===== config.mk =====
export PLATFORM = sky130hd
export DESIGN_NAME = noc_pe_interface_flat
export DESIGN_NICKNAME = d
export VERILOG_FILES = /design/src/rtl/noc_pe_interface_pkg.sv /design/src/rtl/noc_pe_interface_if.sv /design/src/rtl/noc_pe_interface_sync_fifo.sv /design/src/rtl/noc_pe_interface.sv /design/src/flat_wrapper.sv
export SDC_FILE = /design/constraint.sdc
export NUM_CORES = 1
export LEC_CHECK = 0
export ABC_AREA = 1
export ABC_CLOCK_PERIOD_IN_PS = 17450
export CORE_AREA = 2 2 414 416
export DETAILED_ROUTE_END_ITERATION = 6
export DIE_AREA = 0 0 416 418
export PLACE_DENSITY = 0.69
export SLEW_MARGIN = 20
export SYNTH_ARGS = -nofsm -noshare
export SYNTH_HDL_FRONTEND = slang
export SYNTH_SLANG_ARGS = --single-unit

===== constraint.sdc =====
create_clock -name clk -period 17.45 [get_ports clk]
set_input_delay 3.49 -clock clk [delete_from_list [all_inputs] [get_ports clk]]
set_output_delay 3.49 -clock clk [all_outputs]
set_load 0.01 [all_outputs]

===== src/rtl/noc_pe_interface_pkg.sv =====
// Shared NoC definitions: flit field offsets, flit packing and RX error flag layout.
// The flit is {dest_y, dest_x, payload}, with the payload in the LSBs.
package noc_pe_interface_pkg;

  // Widest flit the pack helper handles; callers size-cast into and out of it.
  localparam int unsigned FLIT_MAX_W = 1024;

  typedef struct packed {
    logic overflow;
    logic misroute;
  } rx_err_t;

  function automatic int unsigned flit_x_lsb(input int unsigned dw);
    return dw;
  endfunction

  function automatic int unsigned flit_y_lsb(input int unsigned dw, input int unsigned xs);
    return dw + xs;
  endfunction

  function automatic logic [FLIT_MAX_W-1:0] flit_pack(
    input logic [FLIT_MAX_W-1:0] payload,
    input logic [FLIT_MAX_W-1:0] dest_x,
    input logic [FLIT_MAX_W-1:0] dest_y,
    input int unsigned           dw,
    input int unsigned           xs
  );
    return (dest_y << flit_y_lsb(dw, xs)) | (dest_x << flit_x_lsb(dw)) | payload;
  endfunction

endpackage


===== src/rtl/noc_pe_interface_if.sv =====
// PE-side and router-side handshakes of the NoC PE interface.
// The slave modport is the interface block itself; master is its environment.
interface noc_pe_interface_if #(
  parameter int unsigned data_width  = 256,
  parameter int unsigned x_size      = 2,
  parameter int unsigned y_size      = 2,
  parameter int unsigned total_width = x_size + y_size + data_width
);
  logic                   s_valid;
  logic                   s_ready;
  logic [data_width-1:0]  s_data;
  logic [x_size-1:0]      s_dest_x;
  logic [y_size-1:0]      s_dest_y;
  logic                   o_valid_noc;
  logic                   i_ready_noc;
  logic [total_width-1:0] o_data_noc;
  logic                   i_valid_noc;
  logic [total_width-1:0] i_data_noc;
  logic                   m_valid;
  logic                   m_ready;
  logic [data_width-1:0]  m_data;

  modport slave (
    input  s_valid, s_data, s_dest_x, s_dest_y, i_ready_noc, i_valid_noc, i_data_noc, m_ready,
    output s_ready, o_valid_noc, o_data_noc, m_valid, m_data
  );

  modport master (
    output s_valid, s_data, s_dest_x, s_dest_y, i_ready_noc, i_valid_noc, i_data_noc, m_ready,
    input  s_ready, o_valid_noc, o_data_noc, m_valid, m_data
  );
endinterface


===== src/rtl/noc_pe_interface_sync_fifo.sv =====
// Single-clock FIFO with wrap-bit pointers; the caller only pushes when there is room
// (or when a same-cycle pop frees it) and only pops when not empty.
module noc_sync_fifo #(
  parameter int unsigned width = 8,
  parameter int unsigned DEPTH = 4
) (
  input  logic             clk,
  input  logic             rstn,
  input  logic             push,
  input  logic             pop,
  input  logic [width-1:0] din,
  output logic [width-1:0] dout,
  output logic             full,
  output logic             empty
);
  localparam int unsigned AW = $clog2(DEPTH);

  logic [AW:0]      wr_ptr_r;
  logic [AW:0]      rd_ptr_r;
  logic [width-1:0] mem_r [DEPTH];

  // Pointer update; reset empties the FIFO without touching storage.
  always_ff @(posedge clk or negedge rstn) begin
    if (!rstn) begin
      wr_ptr_r <= {(AW+1){1'b0}};
      rd_ptr_r <= {(AW+1){1'b0}};
    end else begin
      if (push) wr_ptr_r <= wr_ptr_r + {{AW{1'b0}}, 1'b1};
      if (pop)  rd_ptr_r <= rd_ptr_r + {{AW{1'b0}}, 1'b1};
    end
  end

  // Storage write.
  always_ff @(posedge clk) begin
    if (push) mem_r[wr_ptr_r[AW-1:0]] <= din;
  end

  assign dout  = mem_r[rd_ptr_r[AW-1:0]];
  assign empty = (wr_ptr_r == rd_ptr_r);
  assign full  = (wr_ptr_r[AW] != rd_ptr_r[AW]) && (wr_ptr_r[AW-1:0] == rd_ptr_r[AW-1:0]);

endmodule


===== src/rtl/noc_pe_interface.sv =====
// PE <-> router adapter: packs PE beats into flits through a TX FIFO and buffers
// received payloads in an RX FIFO, counting overflow drops and flagging misroutes.
module noc_pe_interface
  import noc_pe_interface_pkg::*;
#(
  parameter int unsigned X           = 4,
  parameter int unsigned Y           = 4,
  parameter int unsigned x_coord     = 0,
  parameter int unsigned y_coord     = 0,
  parameter int unsigned data_width  = 256,
  parameter int unsigned x_size      = 2,
  parameter int unsigned y_size      = 2,
  parameter int unsigned total_width = x_size + y_size + data_width,
  parameter int unsigned DEPTH       = 4
) (
  input  logic                clk,
  input  logic                rstn,
  noc_pe_interface_if.slave   bus,
  output logic [15:0]         drop_cnt,
  output logic                overflow,
  output logic                misroute
);
  localparam int unsigned X_LSB = flit_x_lsb(data_width);
  localparam int unsigned Y_LSB = flit_y_lsb(data_width, x_size);

  logic                   tx_full_s;
  logic                   tx_empty_s;
  logic                   tx_push_s;
  logic                   tx_pop_s;
  logic [total_width-1:0] tx_din_s;

  // No bypass: a full TX FIFO refuses the beat even if the router drains it this cycle.
  assign tx_push_s = bus.s_valid && !tx_full_s;
  assign tx_pop_s  = !tx_empty_s && bus.i_ready_noc;
  assign tx_din_s  = total_width'(flit_pack(FLIT_MAX_W'(bus.s_data), FLIT_MAX_W'(bus.s_dest_x),
                                            FLIT_MAX_W'(bus.s_dest_y), data_width, x_size));

  noc_sync_fifo #(.width(total_width), .DEPTH(DEPTH)) u_tx_fifo (
    .clk   (clk),
    .rstn  (rstn),
    .push  (tx_push_s),
    .pop   (tx_pop_s),
    .din   (tx_din_s),
    .dout  (bus.o_data_noc),
    .full  (tx_full_s),
    .empty (tx_empty_s)
  );

  assign bus.s_ready     = !tx_full_s;
  assign bus.o_valid_noc = !tx_empty_s;

  logic                  rx_full_s;
  logic                  rx_empty_s;
  logic                  rx_push_s;
  logic                  rx_pop_s;
  logic                  rx_drop_s;
  logic                  misroute_hit_s;
  logic [x_size-1:0]     rx_dx_s;
  logic [y_size-1:0]     rx_dy_s;
  logic [15:0]           drop_cnt_r;
  rx_err_t               err_r;

  assign rx_dx_s   = bus.i_data_noc[X_LSB +: x_size];
  assign rx_dy_s   = bus.i_data_noc[Y_LSB +: y_size];
  // The router cannot be stalled, so a full RX FIFO only takes the flit if a pop frees a slot.
  assign rx_pop_s  = !rx_empty_s && bus.m_ready;
  assign rx_push_s = bus.i_valid_noc && (!rx_full_s || rx_pop_s);
  assign rx_drop_s = bus.i_valid_noc && rx_full_s && !rx_pop_s;
  // Destinations outside the mesh can never match this node and are flagged as well.
  assign misroute_hit_s = (32'(rx_dx_s) != x_coord) || (32'(rx_dy_s) != y_coord) ||
                          (32'(rx_dx_s) >= X)       || (32'(rx_dy_s) >= Y);

  noc_sync_fifo #(.width(data_width), .DEPTH(DEPTH)) u_rx_fifo (
    .clk   (clk),
    .rstn  (rstn),
    .push  (rx_push_s),
    .pop   (rx_pop_s),
    .din   (bus.i_data_noc[data_width-1:0]),
    .dout  (bus.m_data),
    .full  (rx_full_s),
    .empty (rx_empty_s)
  );

  assign bus.m_valid = !rx_empty_s;

  // Saturating drop counter and sticky error flags.
  always_ff @(posedge clk or negedge rstn) begin
    if (!rstn) begin
      drop_cnt_r <= 16'd0;
      err_r      <= '{overflow: 1'b0, misroute: 1'b0};
    end else begin
      if (rx_drop_s && (drop_cnt_r != 16'hFFFF)) drop_cnt_r <= drop_cnt_r + 16'd1;
      if (rx_drop_s) err_r.overflow <= 1'b1;
      if (bus.i_valid_noc && misroute_hit_s) err_r.misroute <= 1'b1;
    end
  end

  assign drop_cnt = drop_cnt_r;
  assign overflow = err_r.overflow;
  assign misroute = err_r.misroute;

endmodule


===== src/flat_wrapper.sv =====
// flat-port wrapper written by rule: the top's interface ports become plain ports
module noc_pe_interface_flat import noc_pe_interface_pkg::*;
#(
  parameter int unsigned X           = 4,
  parameter int unsigned Y           = 4,
  parameter int unsigned x_coord     = 0,
  parameter int unsigned y_coord     = 0,
  parameter int unsigned data_width  = 256,
  parameter int unsigned x_size      = 2,
  parameter int unsigned y_size      = 2,
  parameter int unsigned total_width = x_size + y_size + data_width,
  parameter int unsigned DEPTH       = 4
)
  (clk, rstn, drop_cnt, overflow, misroute, bus_s_valid, bus_s_data, bus_s_dest_x, bus_s_dest_y, bus_i_ready_noc, bus_i_valid_noc, bus_i_data_noc, bus_m_ready, bus_s_ready, bus_o_valid_noc, bus_o_data_noc, bus_m_valid, bus_m_data);
  noc_pe_interface_if #(.data_width(data_width), .x_size(x_size), .y_size(y_size), .total_width(total_width)) bus_i ();
  input  logic clk;
  input  logic rstn;
  output logic [15:0] drop_cnt;
  output logic overflow;
  output logic misroute;
  input wire logic [$bits(bus_i.s_valid)-1:0] bus_s_valid;
  input wire logic [$bits(bus_i.s_data)-1:0] bus_s_data;
  input wire logic [$bits(bus_i.s_dest_x)-1:0] bus_s_dest_x;
  input wire logic [$bits(bus_i.s_dest_y)-1:0] bus_s_dest_y;
  input wire logic [$bits(bus_i.i_ready_noc)-1:0] bus_i_ready_noc;
  input wire logic [$bits(bus_i.i_valid_noc)-1:0] bus_i_valid_noc;
  input wire logic [$bits(bus_i.i_data_noc)-1:0] bus_i_data_noc;
  input wire logic [$bits(bus_i.m_ready)-1:0] bus_m_ready;
  output wire logic [$bits(bus_i.s_ready)-1:0] bus_s_ready;
  output wire logic [$bits(bus_i.o_valid_noc)-1:0] bus_o_valid_noc;
  output wire logic [$bits(bus_i.o_data_noc)-1:0] bus_o_data_noc;
  output wire logic [$bits(bus_i.m_valid)-1:0] bus_m_valid;
  output wire logic [$bits(bus_i.m_data)-1:0] bus_m_data;
  assign bus_i.s_valid = bus_s_valid;
  assign bus_i.s_data = bus_s_data;
  assign bus_i.s_dest_x = bus_s_dest_x;
  assign bus_i.s_dest_y = bus_s_dest_y;
  assign bus_i.i_ready_noc = bus_i_ready_noc;
  assign bus_i.i_valid_noc = bus_i_valid_noc;
  assign bus_i.i_data_noc = bus_i_data_noc;
  assign bus_i.m_ready = bus_m_ready;
  assign bus_s_ready = bus_i.s_ready;
  assign bus_o_valid_noc = bus_i.o_valid_noc;
  assign bus_o_data_noc = bus_i.o_data_noc;
  assign bus_m_valid = bus_i.m_valid;
  assign bus_m_data = bus_i.m_data;
  noc_pe_interface #(.X(X), .Y(Y), .x_coord(x_coord), .y_coord(y_coord), .data_width(data_width), .x_size(x_size), .y_size(y_size), .total_width(total_width), .DEPTH(DEPTH)) u_core (.clk(clk), .rstn(rstn), .bus(bus_i), .drop_cnt(drop_cnt), .overflow(overflow), .misroute(misroute));
endmodule

==> impl_metrics.csv <==
group,metric,value,unit
status,status,"complete, no violations",
routing,vias_per_cell,5.55,
routing,wl_per_cell,24.7,µm
synth,synth_top_family_by_area,"compound AO/OA/AOI/OAI gates",
critical_path,r2r_end,"u_core.u_tx_fifo.mem_r[1][126]",
min_path,min_to,"u_core.misroute",
cells_and_area,final_cell_mix,"2,064 x edfxtp_1, 1,062 x clkdlybuf4s50_1, 1,049 x nor2_1",
synth,synth_fa_ha_area_share,0.177,%
grt,grt_start_max_net_pins,284,
critical_path,critPathMostFrequentCell,"buf_4",
timing,fin_crit_sh,56.2,%
cells_and_area,multiInputGateArea,13400,µm²
timing,final_hold_viol_count,0,
timing,relSlewSlack,19.8,%
critical_path,rr_worst_depth,9,
min_path,hold_path.startpoint,"u_core.misroute",
synth,synth-simple-area-share,6.00,%
die,io_pins,1063,
critical_path,worst-r2r-setup-slack,11.95,ns
clock_tree,htreeDepth,4,
cells_and_area,area_growth_syn_to_layout,24.8,%
critical_path,required,13.96,ns
timing,max_freq,102,MHz
critical_path,cp_num_buf_inv,5,
cells_and_area,layout.area.seq,62700,µm²
die,fp.dieH,418,µm
timing,rsz0062_at_grt,"no",
synth,netlist_instances,5262,
cells_and_area,fill_cells,12900,
die,rows,151,
critical_path,rr_startpoint,"u_core.u_tx_fifo.rd_ptr_r[1]",
critical_path,worstSetupStartpointType,"register",
synth,ys_seq_elements,2094,
timing,final.setup.tns,0,ns
clock_tree,postCtsHoldBufs,0,
critical_path,crit_path_top_delay_cell,"dfrtp_4",
power_and_ir_drop,power_density,185,nW/µm²
cells_and_area,layout-drive-gt1-share,5.89,%
die,core_region_area,169000,µm²
routing,first_iter_violations,4465,
critical_path,cp_max_fo,203,
timing,clock_skew,0.0388,ns
synth,ys_warn_count,0,
timing,maxSlewViolCount,0,
synth,synth_compound_area_share,10.9,%
synth,synth_xor_area_share,0.180,%
die,die_x,416,µm
critical_path,criticalPathCategory,"register to output port",
power_and_ir_drop,power.leakage,31.4,nW
routing,wirelength,214,mm
placed_design,place.port_buffers,1062,
synth,synth_seq_area_share,80.7,%
grt,antenna_found_initial,88,
die,start_util,46.0,%
critical_path,cp.arrival,6.32,ns
critical_path,slowest_delay,0.93,ns
timing,whs,0.483,ns
placed_design,place_ws,8.63,ns
routing,vias,48200,
timing,layout_min_cycle_time,9.81,ns
clock_tree,cts_tree,"yes",
synth,syn_area_per_cell,14.8,µm²
clock_tree,cts_made_buffers,204,
power_and_ir_drop,power,18.0,mW
clock_tree,clock_sinks,2094,
die,die-area,174000,µm²
min_path,hold_class,"register to register",
critical_path,crit_chain,"buf_4, buf_4, buf_12, buf_4, o21ai_0, o22ai_1, clkdlybuf4s50_1",
timing,setup_violations,0,
critical_path,crit_family,"buffers and inverters",
synth,muxShareOfSynthArea,0,%
synth,synthesis.nets,5799,
routing,antenna_left,0,
grt,grt_pass1_wl,305,mm
routing,drt_first_pass_iters,6,
cells_and_area,fin_util,57.4,%
routing,drc_errors,0,
placed_design,place.gp.congestion,0.879,
power_and_ir_drop,ir_drop,154,µV
grt,grtUsageTotal,23.7,%
clock_tree,path_clk_slew,0.06,ns
placed_design,hpwl,132,mm
clock_tree,post_cts_resized,0,
grt,first_global_vias,45400,
cells_and_area,fin_nets,6778,
timing,worst_slack,7.64,ns
cells_and_area,final_common_cell,"edfxtp_1",
synth,synth_area,77700,µm²
run,max-cap-violations,0,
timing,tightestPinTransition,1.20,ns
clock_tree,cts_setup_buffers,0,
clock_tree,clk_latency,0.87,ns
critical_path,cp-end-kind,"output port",
min_path,hold_depth,1,
clock_tree,cts_buffer_depth,3,
synth,yosysUniqueCellTypes,32,
grt,globalRoute.totalOverflow,0,
clock_tree,cts_root_buf,"clkbuf_16",
[worst max-delay path by stage]
stage,start,end,cells after the start
global route,u_core.u_tx_fifo.rd_ptr_r[0],bus_o_data_noc[105],7
floorplan,bus_m_ready,u_core.u_rx_fifo.mem_r[0][0],4
global placement,u_core.u_tx_fifo.rd_ptr_r[0],bus_o_data_noc[105],7
CTS,u_core.u_tx_fifo.rd_ptr_r[0],bus_o_data_noc[105],7
detailed placement,u_core.u_tx_fifo.rd_ptr_r[0],bus_o_data_noc[105],7
finish,u_core.u_tx_fifo.rd_ptr_r[0],bus_o_data_noc[105],7
[per-layer routing]
| metal | GRT usage, % | share of wire, % | vias to the layer above |
|---|---|---|---|
| li1 | - | - | 21900 |
| met5 | 0 | 0.18 | - |
| met1 | 27.6 | 36 | 23900 |
| met3 | 8.51 | 9.5 | 484 |
| met4 | 13.2 | 5.3 | 60 |
| met2 | 38.0 | 48 | 1873 |
[Yosys cell counts, drive strengths merged]
cell	n	area share, %
xor2	9	0.10
nor4	1	0.0081
ha	11	0.18
dfrtp	30	0.97
clkbuf	225	1.1
clkinv	2	0.011
edfxtp	2064	80
nor2	1062	5.2
buf	120	0.83
o21ai	1037	6.7
nand2	121	0.64
inv	32	0.16
o22ai	516	4.2
o21bai	1	0.0097
nand3	18	0.14
xnor2	7	0.079
nand4	6	0.048
[area by class of cell]
| type | instances | share of cell area (%) |
|---|---|---|
| clock buffers | 248 | 5.43 |
| repair buffers | 1118 | 11.5 |
| diodes | 50 | 0.129 |
| clock inverters | 130 | 1.38 |
| well taps | 2218 | 2.86 |
| multi-input cells | 2789 | 13.8 |
| flip-flops and latches | 2094 | 64.7 |
| inverters | 34 | 0.175 |
[report_power, final]
group	switching, mW	internal [mW]	leakage, nW
logic	4.14	2.52	8.95
clock network	1.89	2.43	3.19
registers	0.304	6.68	19.3
total	6.34	11.6	31.4
[logic make-up after synthesis]
group                    Yosys count
AO/OA/AOI/OAI                   1554
XOR/XNOR                          16
adder cells (fa/ha/maj)           11
buffers and inverters            379
flip-flops                      2094
AND/OR/NAND/NOR                 1208
[state kept, by name (all words and copies together), names as in the netlist]
name and cells:
u_core.u_rx_fifo.rd_ptr_r 3, u_core.u_tx_fifo.mem_r 1040, u_core.u_rx_fifo.wr_ptr_r 3, u_core.u_rx_fifo.mem_r 1024, u_core.drop_cnt 16, u_core.u_tx_fifo.wr_ptr_r 3, u_core.misroute 1, u_core.overflow 1
u_core.u_tx_fifo.rd_ptr_r 3
[through the flow]
step	cell area, µm²	std cells
floorplan	77700	5262
CTS	96900	8629
global placement	90300	8251
detailed placement	90300	8251
global route	97000	8667
finish	97000	8681
(Power assumes the default switching activity.)
